### config.mk
export PLATFORM = sky130hd
export DESIGN_NAME = voice_allocator
export DESIGN_NICKNAME = d
export VERILOG_FILES = /design/src/rtl/synth_pkg.sv /design/src/rtl/voice_pick.sv /design/src/rtl/voice_allocator.sv
export SDC_FILE = /design/constraint.sdc
export NUM_CORES = 1
export LEC_CHECK = 0
export CORE_MARGIN = 2
export CORE_UTILIZATION = 47
export CTS_CLUSTER_DIAMETER = 50
export CTS_CLUSTER_SIZE = 28
export DETAILED_ROUTE_END_ITERATION = 10
export GPL_TIMING_DRIVEN = 0
export PLACE_DENSITY = 0.76
export SETUP_SLACK_MARGIN = 0.5
export SYNTH_ARGS = -nofsm -noshare
export SYNTH_HDL_FRONTEND = slang
export SYNTH_SLANG_ARGS = --single-unit
export TNS_END_PERCENT = 1
### constraint.sdc
create_clock -name Clock -period 2.53 [get_ports Clock]
set_input_delay 0.3795 -clock Clock [delete_from_list [all_inputs] [get_ports Clock]]
set_output_delay 0.3795 -clock Clock [all_outputs]
set_load 0.02 [all_outputs]
### src/rtl/synth_pkg.sv
// synth_pkg: shared types and defaults for the synth voice path and its MIDI front end.
package synth_pkg;
    localparam int NOTE_W_DEFAULT = 7;
    typedef enum logic [1:0] {IDLE, DECIDE, DROP} state_t;
    typedef struct packed {
        logic                      on;
        logic [NOTE_W_DEFAULT-1:0] num;
    } note_event_t;
endpackage

### src/rtl/voice_pick.sv
// voice_pick: lowest-index-set priority encoder over a voice mask.
module voice_pick #(
    parameter  int N = 4,
    localparam int W = $clog2(N)
) (
    input  logic [N-1:0] mask,
    output logic [W-1:0] idx,
    output logic         found
);
    always_comb begin
        idx = '0;
        for (int i = N - 1; i >= 0; i--)
            if (mask[i]) idx = W'(i);
    end
    assign found = |mask;
endmodule

### src/rtl/voice_allocator.sv
// voice_allocator: assigns note events to ADSR voices, preferring retrigger, idle, releasing, then round-robin steal.
module voice_allocator import synth_pkg::*; #(
    parameter  int NUM_VOICES = 4,
    parameter  int NOTE_W     = NOTE_W_DEFAULT,
    localparam int VW         = $clog2(NUM_VOICES)
) (
    input  logic                         Clock,
    input  logic                         Reset,
    input  logic                         NoteValid,
    output logic                         NoteReady,
    input  logic                         NoteOn,
    input  logic [NOTE_W-1:0]            NoteNum,
    input  logic [NUM_VOICES-1:0]        VoiceRunning,
    output logic [NUM_VOICES-1:0]        VoiceGate,
    output logic [NUM_VOICES*NOTE_W-1:0] VoiceNote,
    output logic                         AllocValid,
    output logic [VW-1:0]                AllocVoice,
    output logic                         Stolen
);
    state_t                       state_q, state_d;
    logic                         ready_q, ready_d;
    logic                         ev_on_q, ev_on_d;
    logic [NOTE_W-1:0]            ev_num_q, ev_num_d;
    logic [NUM_VOICES-1:0]        gate_q, gate_d;
    logic [NUM_VOICES*NOTE_W-1:0] note_q, note_d;
    logic [VW-1:0]                steal_ptr_q, steal_ptr_d;
    logic [VW-1:0]                target_q, target_d;
    logic                         steal_q, steal_d;
    logic                         alloc_valid_q, alloc_valid_d;
    logic [VW-1:0]                alloc_voice_q, alloc_voice_d;
    logic                         stolen_q, stolen_d;
    logic [NUM_VOICES-1:0]        match_mask, idle_mask, rel_mask;
    logic [VW-1:0]                match_idx, idle_idx, rel_idx, pick;
    logic                         match_found, idle_found, rel_found;

    for (genvar i = 0; i < NUM_VOICES; i++) begin : g_match
        assign match_mask[i] = gate_q[i] && (note_q[i*NOTE_W +: NOTE_W] == ev_num_q);
    end
    assign idle_mask = ~gate_q & ~VoiceRunning;
    assign rel_mask  = ~gate_q & VoiceRunning;

    voice_pick #(.N(NUM_VOICES)) u_match (.mask(match_mask), .idx(match_idx), .found(match_found));
    voice_pick #(.N(NUM_VOICES)) u_idle  (.mask(idle_mask),  .idx(idle_idx),  .found(idle_found));
    voice_pick #(.N(NUM_VOICES)) u_rel   (.mask(rel_mask),   .idx(rel_idx),   .found(rel_found));

    always_comb begin
        state_d       = state_q;
        ev_on_d       = ev_on_q;
        ev_num_d      = ev_num_q;
        gate_d        = gate_q;
        note_d        = note_q;
        steal_ptr_d   = steal_ptr_q;
        target_d      = target_q;
        steal_d       = steal_q;
        alloc_valid_d = 1'b0;
        alloc_voice_d = alloc_voice_q;
        stolen_d      = 1'b0;
        pick          = match_found ? match_idx : idle_found ? idle_idx : rel_found ? rel_idx : steal_ptr_q;
        case (state_q)
            IDLE: begin
                if (NoteValid && ready_q) begin
                    ev_on_d  = NoteOn;
                    ev_num_d = NoteNum;
                    state_d  = DECIDE;
                end
            end
            DECIDE: begin
                state_d = IDLE;
                if (ev_on_q) begin
                    steal_d  = !(match_found || idle_found || rel_found);
                    target_d = pick;
                    note_d[int'(pick)*NOTE_W +: NOTE_W] = ev_num_q;
                    if (steal_d)
                        steal_ptr_d = (steal_ptr_q == VW'(NUM_VOICES - 1)) ? '0 : steal_ptr_q + 1'b1;
                    // A gated target gets one low cycle so its ADSR restarts the attack.
                    if (gate_q[pick]) begin
                        gate_d[pick] = 1'b0;
                        state_d      = DROP;
                    end else begin
                        gate_d[pick]  = 1'b1;
                        alloc_valid_d = 1'b1;
                        alloc_voice_d = pick;
                    end
                end else if (match_found) begin
                    gate_d[match_idx] = 1'b0;
                end
            end
            DROP: begin
                gate_d[target_q] = 1'b1;
                alloc_valid_d    = 1'b1;
                alloc_voice_d    = target_q;
                stolen_d         = steal_q;
                state_d          = IDLE;
            end
            default: state_d = IDLE;
        endcase
        ready_d = (state_d == IDLE);
    end

    always_ff @(posedge Clock) begin
        if (Reset) begin
            state_q       <= IDLE;
            ready_q       <= 1'b0;
            ev_on_q       <= 1'b0;
            ev_num_q      <= '0;
            gate_q        <= '0;
            note_q        <= '0;
            steal_ptr_q   <= '0;
            target_q      <= '0;
            steal_q       <= 1'b0;
            alloc_valid_q <= 1'b0;
            alloc_voice_q <= '0;
            stolen_q      <= 1'b0;
        end else begin
            state_q       <= state_d;
            ready_q       <= ready_d;
            ev_on_q       <= ev_on_d;
            ev_num_q      <= ev_num_d;
            gate_q        <= gate_d;
            note_q        <= note_d;
            steal_ptr_q   <= steal_ptr_d;
            target_q      <= target_d;
            steal_q       <= steal_d;
            alloc_valid_q <= alloc_valid_d;
            alloc_voice_q <= alloc_voice_d;
            stolen_q      <= stolen_d;
        end
    end

    assign NoteReady  = ready_q;
    assign VoiceGate  = gate_q;
    assign VoiceNote  = note_q;
    assign AllocValid = alloc_valid_q;
    assign AllocVoice = alloc_voice_q;
    assign Stolen     = stolen_q;
endmodule
Word-level counts from Yosys, hierarchy flattened

Cells that the tools add are included.

Shift-type cells: 2
$lt $le $gt $ge: 6
Add/subtract/negate cells: 2
Reductions and logical operators: 23
$mul: 1
Bitwise gates (word level): 12
Eq/ne operators: 10
Mux-type cells: 39

Operators with widths:

| kind                                                       | number |
|---|---|
| 2-to-1 mux 2 bit                                           | 21 |
| negator 5 -> 33 bit                                        | 1 |
| variable shift 7 x 33 -> 28 bit, first input constant      | 1 |
| indexed part select 7 x 33 -> 28 bit                       | 1 |
| bitwise mux 28 bit                                         | 1 |
| equality test 7 bit                                        | 4 |
| bitwise AND 4 bit                                          | 4 |
| inverter 4 bit                                             | 4 |
| 2-to-1 mux 4 bit                                           | 3 |
| OR reduction 4 bit                                         | 3 |
| less-than comparator 2 x 3 -> 1 bit, second input constant | 3 |
| logical AND 1 bit                                          | 8 |
| OR 4 bit                                                   | 2 |
| case mux 2 bit (2 select lines)                            | 2 |
| case mux 4 bit (2 select lines)                            | 1 |
| demux 1 bit (select 2 bit)                                 | 3 |
| >= comparator 2 x 1 -> 1 bit, second input constant        | 3 |
| 2-to-1 mux 1 bit                                           | 6 |
| AND reduction 2 bit                                        | 3 |
| AND reduction 3 bit                                        | 2 |
| multiplier 2 x 3 -> 5 bit, second input constant           | 1 |
| equality test 2 bit, second input constant                 | 2 |
| zero test 2 bit                                            | 2 |
| != test 2 bit, second input constant                       | 2 |
| other kinds (10)                                           | 12 |

Output and inout port bits: 37
Bits of input ports: 15
Flip-flop bits (word level): 52

Longest topological paths before layout

Gate-level depths: netlist of the first run.

Depth in word-level cells: 18
Depth in mapped cells: 12
Gate-level depth less buffers: 10

Modules after synthesis

Synthesis of the first run repeated with hierarchy kept, for this count alone.

Cell total of the unflattened synthesis: 324
Area, all modules: 2815.2 µm²

By module, submodules not included:

| module          | area an instance (µm²) | instances | seq. area each (µm²) | cells each |
|---|---|---|---|---|
| voice_allocator | 2710.1                 | 1         | 1041.0               | 303 |
| voice_pick      | 35.0                   | 3         | 0.0                  | 7 |

Least setup slack after synthesis of the first run

OpenSTA, ideal clock, no wires.

Kind: reg-to-reg
Start point: register (tool-made name)
End point: register note_q[21], in the netlist VoiceNote[21]
Setup slack: -0.191 ns
Arrival: 2.655 ns
Stages on the path, launching flop included: 12
Period minus slack after synthesis: 2.721 ns
Data required time: 2.464 ns
Setup time: 0.066 ns
Cell sequence: dfxtp_1 > clkbuf_1 > nand4_1 > or2_2 > a311o_1 > buf_6 > inv_1 > ha_1 > nand2_1 > nor3_1 > a22oi_1 > nor2_1

RTL lines:

| element                | line                   | source |
|---|---|---|
| end signal: assignment | voice_allocator.sv:120 | `note_q <= note_d;` |
| end: declaration       | voice_allocator.sv:25  | `logic [NUM_VOICES*NOTE_W-1:0] note_q, note_d;` |

==> results of run 1 <==
==> metrics by stage <==
step | hold slack, ns | cells
final | 0.4622 | 450
after global routing | 0.4999 | 450
after CTS | 0.4621 | 446
after detailed placement | 0.4482 | 431
after global placement | 0.4505 | 431
after floorplan | 0.4319 | 308
==> registers in the layout, summed over array words and instances (netlist names), 2 cells and up, named ones only <==
| register | count |
|---|---|
| steal_ptr_q | 2 |
| target_q | 2 |
| ev_num_q | 7 |
| state_q | 2 |
| AllocVoice | 2 |
| VoiceNote | 28 |
==> critical path: stages <==
cell and delay (ns):
sky130_fd_sc_hd__clkdlybuf4s50_1 0.46, sky130_fd_sc_hd__o22ai_2 0.15, sky130_fd_sc_hd__a21oi_1 0.08, sky130_fd_sc_hd__or3_1 0.39, sky130_fd_sc_hd__a311o_1 0.33, sky130_fd_sc_hd__buf_6 0.15
sky130_fd_sc_hd__mux4_2 0.43, sky130_fd_sc_hd__or2_4 0.27, sky130_fd_sc_hd__a211oi_1 0.19
==> layer usage <==
metal | share of wire, % | track usage (%) | vias up
met5 | 0 | 0 | -
met4 | 1.9 | 7.797 | 0
met3 | 5.3 | 3.281 | 12
met2 | 49 | 37.98 | 78
met1 | 44 | 29.47 | 1192
li1 | - | - | 1233
==> timing repair <==
| item | in CTS | in global routing |
|---|---|---|
| gates resized for setup | 22 | 8 |
| buffers inserted | 7 | 4 |
| pin swaps | 9 | 13 |
| endpoints found under the setup margin | 38 | 41 |
==> cell type report <==
type / count / area share (%)
Buffer: 18 / 3.618
Clock buffer: 5 / 1.843
Multi-Input combinational cell: 227 / 45.23
Clock inverter: 3 / 1.240
Timing Repair Buffer: 62 / 16.38
Sequential cell: 52 / 28.04
Tap cell: 72 / 2.412
Inverter: 11 / 1.240
==> power by group through the flow <==
stage	Combinational (uW)	Sequential (uW)	Clock [uW]
final	538	851	595
after CTS	513	852	609
after detailed placement	443	870	0
after global placement	440	869	0
after floorplan	320	880	0
after global routing	578	854	641
==> cells by family (layout without fill, tap and decap cells) <==
group | count (synthesis) | in the layout | share of synthesized area, %
adders and majority gates | 8 | 8 | 3.711
AOI/OAI and AO/OA | 65 | 65 | 17.58
buffers and inverters | 29 | 99 | 5.288
DFF | 52 | 52 | 38.59
muxes | 14 | 14 | 5.658
and+or+nand+nor | 112 | 112 | 20.08
xor gates and xnor gates | 28 | 28 | 9.091
==> layout by cell type (no fill, tap or decap), drive strengths merged, types with 6 or more instances in the layout <==
cell,count
a21oi,10
a22oi,28
buf,21
clkbuf,13
clkdlybuf4s50,50
dfxtp,52
ha,8
inv,12
mux2i,13
nand2,14
nand4,9
nor2,58
nor3,7
o21ai,6
xnor2,22
xor2,6
==> final timing paths <==
| kind | slack, ns | startpoint | endpoint | cells after the start |
|---|---|---|---|---|
| worst max-delay path | -0.09 | VoiceRunning[3] | flop | 9 |
| worst min-delay path | 0.46 | steal_q | steal_q | 2 |
| worst max register to register | -0.08 | ev_num_q[5] | flop | 9 |
| worst min register to register | 0.46 | steal_q | steal_q | 2 |
==> metrics.json, run 1 <==
{
  "endpoint_kind": "flop",
  "critical_path_required_ns": 2.75,
  "wl_per_cell_um": 14.96,
  "largest_net_degree_at_the_start_of_global_routing": 18,
  "worstHoldPathType": "flop to flop",
  "ys_top_cells_by_count": "sky130_fd_sc_hd__nor2_1 (58), sky130_fd_sc_hd__dfxtp_1 (52), sky130_fd_sc_hd__a22oi_1 (28)",
  "combined_area_of_the_multi_input_logic_cells_sq_mm": 0.001689,
  "critical_path_class": "input port to flop",
  "power.share.clock_pct": 30.0,
  "areaGrowthSynthToFinish_pct": 38.45,
  "postSynthRegisterBits": 52,
  "synth_cells": 308,
  "number_of_buffers_inserted_by_port_buffering": 51,
  "timing.critical_path.fanout_max": 8,
  "synth-seq-area-share_pct": 38.59,
  "final-setup-viol-count": 31,
  "run_status": "finished with violations",
  "cts_hold_buf": 0,
  "ir_worst_vdd_mv": 0.3878,
  "post-route-min-period_ns": 2.616,
  "timing_max_transition_violations_final": 0,
  "layout.nets": 400,
  "die_area_sq_mm": 0.006362,
  "ctsHtreeMaxLevel": 2,
  "area.sequential_sq_mm": 0.001047,
  "largest_clock_skew_in_the_final_design_ns": 0.007849,
  "timing.setup.tns_ns": -1.358,
  "ys.flop_type": "sky130_fd_sc_hd__dfxtp_1",
  "relSlewSlack_pct": 35.90,
  "tritoncts": "yes",
  "synth.net_count": 331,
  "placement.cell_area_sq_mm": 0.003411,
  "numCtsBuffers": 5,
  "synth_area_leader_cell": "sky130_fd_sc_hd__dfxtp_1",
  "pwr-share-comb_pct": 27.1,
  "route.detailed.drc": 0,
  "worst_skew_pair.late_latency_ns": 0.31,
  "dr.first_iter.drc_count": 219,
  "synth_most_common_cell": "sky130_fd_sc_hd__nor2_1",
  "dpl_worst_slack_ns": -0.6530,
  "power.switching_uw": 599.9,
  "drive_gt1_share_pct": 18.25,
  "final_util_pct": 67.41,
  "final-hold-violation-count": 0,
  "cts.reportedPaths.clkPinSlew_ns": 0.10,
  "antenna_found_initial": 0,
  "rsz0062_at_grt": "yes",
  "clkSinkCount": 52,
  "synth.avg_cell_area_sq_um": 8.758,
  "critical_path.startpoint_type": "input port",
  "drt_pass1_iterations": 4,
  "synth-async-reset-ratio_pct": 0,
  "yosys.area.top_type_share_pct": 38.59,
  "syn_warnings": 0,
  "dieWidth_um": 79.76,
  "chipHeight_um": 79.76,
  "design.core.area_sq_mm": 0.005540,
  "power.internal_uw": 1384,
  "grt_util_all_layers_pct": 22.54,
  "yosysUniqueCellTypes": 45,
  "power_per_cell_area_mw_per_mm2": 531.1,
  "maxCapViolations": 0,
  "global_route.overflow_total": 0,
  "detailed_place_hpwl_um": 4770,
  "drt.antenna.violating_nets": 0,
  "timing_worst_slew_pin_value_ns": 0.9579,
  "placement_rows": 27,
  "n_fill_cell": 466,
  "place_congestion": 0.8992,
  "sequentialPowerShare_pct": 42.9,
  "synth.top_cells.by_area": "sky130_fd_sc_hd__dfxtp_1 (39%), sky130_fd_sc_hd__nor2_1 (8.1%), sky130_fd_sc_hd__a22oi_1 (7.8%)",
  "via_count_of_the_first_global_routing_pass": 2386,
  "mappedNetlistArea_sq_mm": 0.002698,
  "clock-root-buffer": "sky130_fd_sc_hd__clkbuf_8",
  "p_sw_share_pct": 30.24,
  "clockBufferDepth": 2,
  "data_arrival_time_of_the_critical_path_ns": 2.84,
  "number_of_enable_flip_flop_cells_after_synthesis": 0,
  "wire_length_of_the_first_global_routing_pass_um": 11360,
  "antenna_cells": 0,
  "failing_checks": "setup timing",
  "vias": 2515,
  "timing.final.crit_share_pct": 103.4,
  "postRouteWirelength_um": 6733,
  "start_util_pct": 48.69,
  "routed_via_density": 5.589,
  "power.total_uw": 1984,
  "design.portCount": 52,
  "final_cell_area_sq_mm": 0.003735,
  "finalWorstSetupSlack_ns": -0.08571,
  "power_leakage_uw": 0.001445,
  "timing.fmax_mhz": 382.3
}
No activity file was read; power rests on OpenSTA's default activity.
==> run 2, diff against run 1 <==
Settings changed: SKIP_LAST_GASP set to 1.
==> metrics.json, run 2 (synthesized netlist as in run 1, its figures left out) <==
{
  "antenna_cells": 0,
  "power.internal_uw": 1393,
  "start_util_pct": 48.69,
  "antenna_found_initial": 0,
  "critical_path.startpoint_type": "flop",
  "critical_path_required_ns": 2.76,
  "final-setup-viol-count": 37,
  "drt.antenna.violating_nets": 0,
  "design.portCount": 52,
  "routed_via_density": 5.598,
  "final_util_pct": 68.79,
  "timing.critical_path.fanout_max": 9,
  "timing_max_transition_violations_final": 0,
  "number_of_buffers_inserted_by_port_buffering": 51,
  "finalWorstSetupSlack_ns": -0.1462,
  "rsz0062_at_grt": "yes",
  "areaGrowthSynthToFinish_pct": 41.28,
  "worstHoldPathType": "flop to flop",
  "relSlewSlack_pct": 24.86,
  "chipHeight_um": 79.76,
  "timing.critical_path.slowest_stage_cell": "sky130_fd_sc_hd__mux4_2",
  "vias": 2547,
  "cpLargestDelayFamily": "simple AND/OR/NAND/NOR gates",
  "timing.fmax_mhz": 373.7,
  "timing.final.crit_share_pct": 105.8,
  "endpoint_kind": "flop",
  "worst-path-buf-inv": 2,
  "route.detailed.drc": 0,
  "cts_hold_buf": 0,
  "dr.first_iter.drc_count": 198,
  "wl_per_cell_um": 15.22,
  "mostFrequentLayoutCell": "sky130_fd_sc_hd__nor2_1",
  "die_area_sq_mm": 0.006362,
  "global_route.overflow_total": 0,
  "numCtsBuffers": 5,
  "cts.reportedPaths.clkPinSlew_ns": 0.10,
  "slowest_delay_ns": 0.43,
  "ctsHtreeMaxLevel": 2,
  "largest_clock_skew_in_the_final_design_ns": 0.006047,
  "place_congestion": 0.8992,
  "drive_gt1_share_pct": 21.67,
  "final-hold-violation-count": 0,
  "timing.critical_path.cells": "buf_6 > xor2_1 > nor4_2 > nand4_2 > a311o_1 > buf_6 > mux4_2 > or2_4 > a211oi_2",
  "power_per_cell_area_mw_per_mm2": 526.4,
  "n_fill_cell": 459,
  "failing_checks": "setup timing",
  "maxCapViolations": 0,
  "critical_path_class": "flop to flop",
  "design.core.area_sq_mm": 0.005540,
  "detailed_place_hpwl_um": 4770,
  "ir_worst_vdd_mv": 0.3892,
  "tritoncts": "yes",
  "timing_worst_slew_pin_value_ns": 1.123,
  "sequentialPowerShare_pct": 42.4,
  "power_leakage_uw": 0.001466,
  "p_sw_share_pct": 30.58,
  "largest_net_degree_at_the_start_of_global_routing": 18,
  "clock-root-buffer": "sky130_fd_sc_hd__clkbuf_8",
  "worst_skew_pair.late_latency_ns": 0.31,
  "dieWidth_um": 79.76,
  "clkSinkCount": 52,
  "wire_length_of_the_first_global_routing_pass_um": 11330,
  "data_arrival_time_of_the_critical_path_ns": 2.90,
  "drt_pass1_iterations": 4,
  "layout.nets": 405,
  "power.share.clock_pct": 29.6,
  "grt_util_all_layers_pct": 22.46,
  "dpl_worst_slack_ns": -0.6530,
  "post-route-min-period_ns": 2.676,
  "postRouteWirelength_um": 6925,
  "power.switching_uw": 613.4,
  "via_count_of_the_first_global_routing_pass": 2363,
  "placement_rows": 27,
  "largest_reg_flops": 28,
  "critical-path-top-cell-by-count": "sky130_fd_sc_hd__buf_6",
  "run_status": "finished with violations",
  "pwr-share-comb_pct": 28.0,
  "clockBufferDepth": 2,
  "mostFrequentLayoutCells": "sky130_fd_sc_hd__nor2_1 (55), sky130_fd_sc_hd__clkdlybuf4s50_1 (50), sky130_fd_sc_hd__dfxtp_1 (46), sky130_fd_sc_hd__a22oi_1 (25), sky130_fd_sc_hd__xnor2_1 (22)"
}
run 2: cell types whose count changed in the layout (fill, tap and decap cells not counted), moves of 2 or more:
cell and delta:
sky130_fd_sc_hd__a211oi_1 -3, sky130_fd_sc_hd__a211oi_2 +3, sky130_fd_sc_hd__a22oi_1 -3, sky130_fd_sc_hd__a22oi_2 +3, sky130_fd_sc_hd__buf_4 +5, sky130_fd_sc_hd__inv_4 +2
sky130_fd_sc_hd__nor2_1 -2, sky130_fd_sc_hd__nor2_2 +2, sky130_fd_sc_hd__xnor2_1 +2, sky130_fd_sc_hd__xnor2_2 -2
run 2: final timing paths:
path | endpoint | slack, ns | depth (start not counted) | start
setup / recovery | flop | -0.15 | 9 | ev_num_q[6]
hold / removal | steal_q | 0.46 | 2 | steal_q
setup reg to reg | flop | -0.15 | 9 | ev_num_q[6]
hold reg to reg | steal_q | 0.46 | 2 | steal_q
run 2: through the flow:
step / instances / hold WS, ns / TNS, ns / area, sq um / power [uW]
floorplan: 308 / 0.4319 / 0 / 2810 / 1200
CTS: 446 / 0.4621 / -2.635 / 3657 / 1969
detailed placement: 431 / 0.4482 / -19.38 / 3411 / 1313
global route: 455 / 0.4999 / -8.872 / 3811 / 2096
global placement: 431 / 0.4505 / -18.41 / 3411 / 1309
finish: 455 / 0.4615 / -3.389 / 3811 / 2006
run 2: power by group through the flow:
stage | logic, uW | clock network [uW] | registers, uW
detailed placement | 443 | 0 | 870
finish | 561 | 594 | 851
floorplan | 320 | 0 | 880
CTS | 508 | 609 | 852
global route | 598 | 644 | 854
global placement | 440 | 0 | 869
run 2: final cells by class:
class / count / area [sq um] / area share [%]
Multi-Input combinational cell: 227 / 1727 / 45.31
Clock inverter: 3 / 46.29 / 1.215
Timing Repair Buffer: 67 / 649.4 / 17.04
Buffer: 18 / 135.1 / 3.546
Clock buffer: 5 / 68.82 / 1.806
Tap cell: 72 / 90.09 / 2.364
Inverter: 11 / 46.29 / 1.215
Sequential cell: 52 / 1049 / 27.51
run 2: layer usage:
metal  vias to the layer above  global-route usage (%)  wire [um]
met5                         -                       0          0
met4                         0                   7.627        139
met3                        14                   3.394        376
met2                        86                   37.90       3369
met1                      1199                   29.33       3040
li1                       1248                       -          -
run 2: worst min-delay path, stage by stage (launching register included):
cell and delay (ns):
sky130_fd_sc_hd__dfxtp_1 0.32, sky130_fd_sc_hd__nand2_1 0.05, sky130_fd_sc_hd__a21oi_1 0.05
run 2: what timing repair did:
action	4_1_cts	5_1_grt
endpoints found under the setup margin	38	41
hold endpoints to repair	0	0
pin swaps	7	15
resized for setup	18	22
buffers inserted	7	9
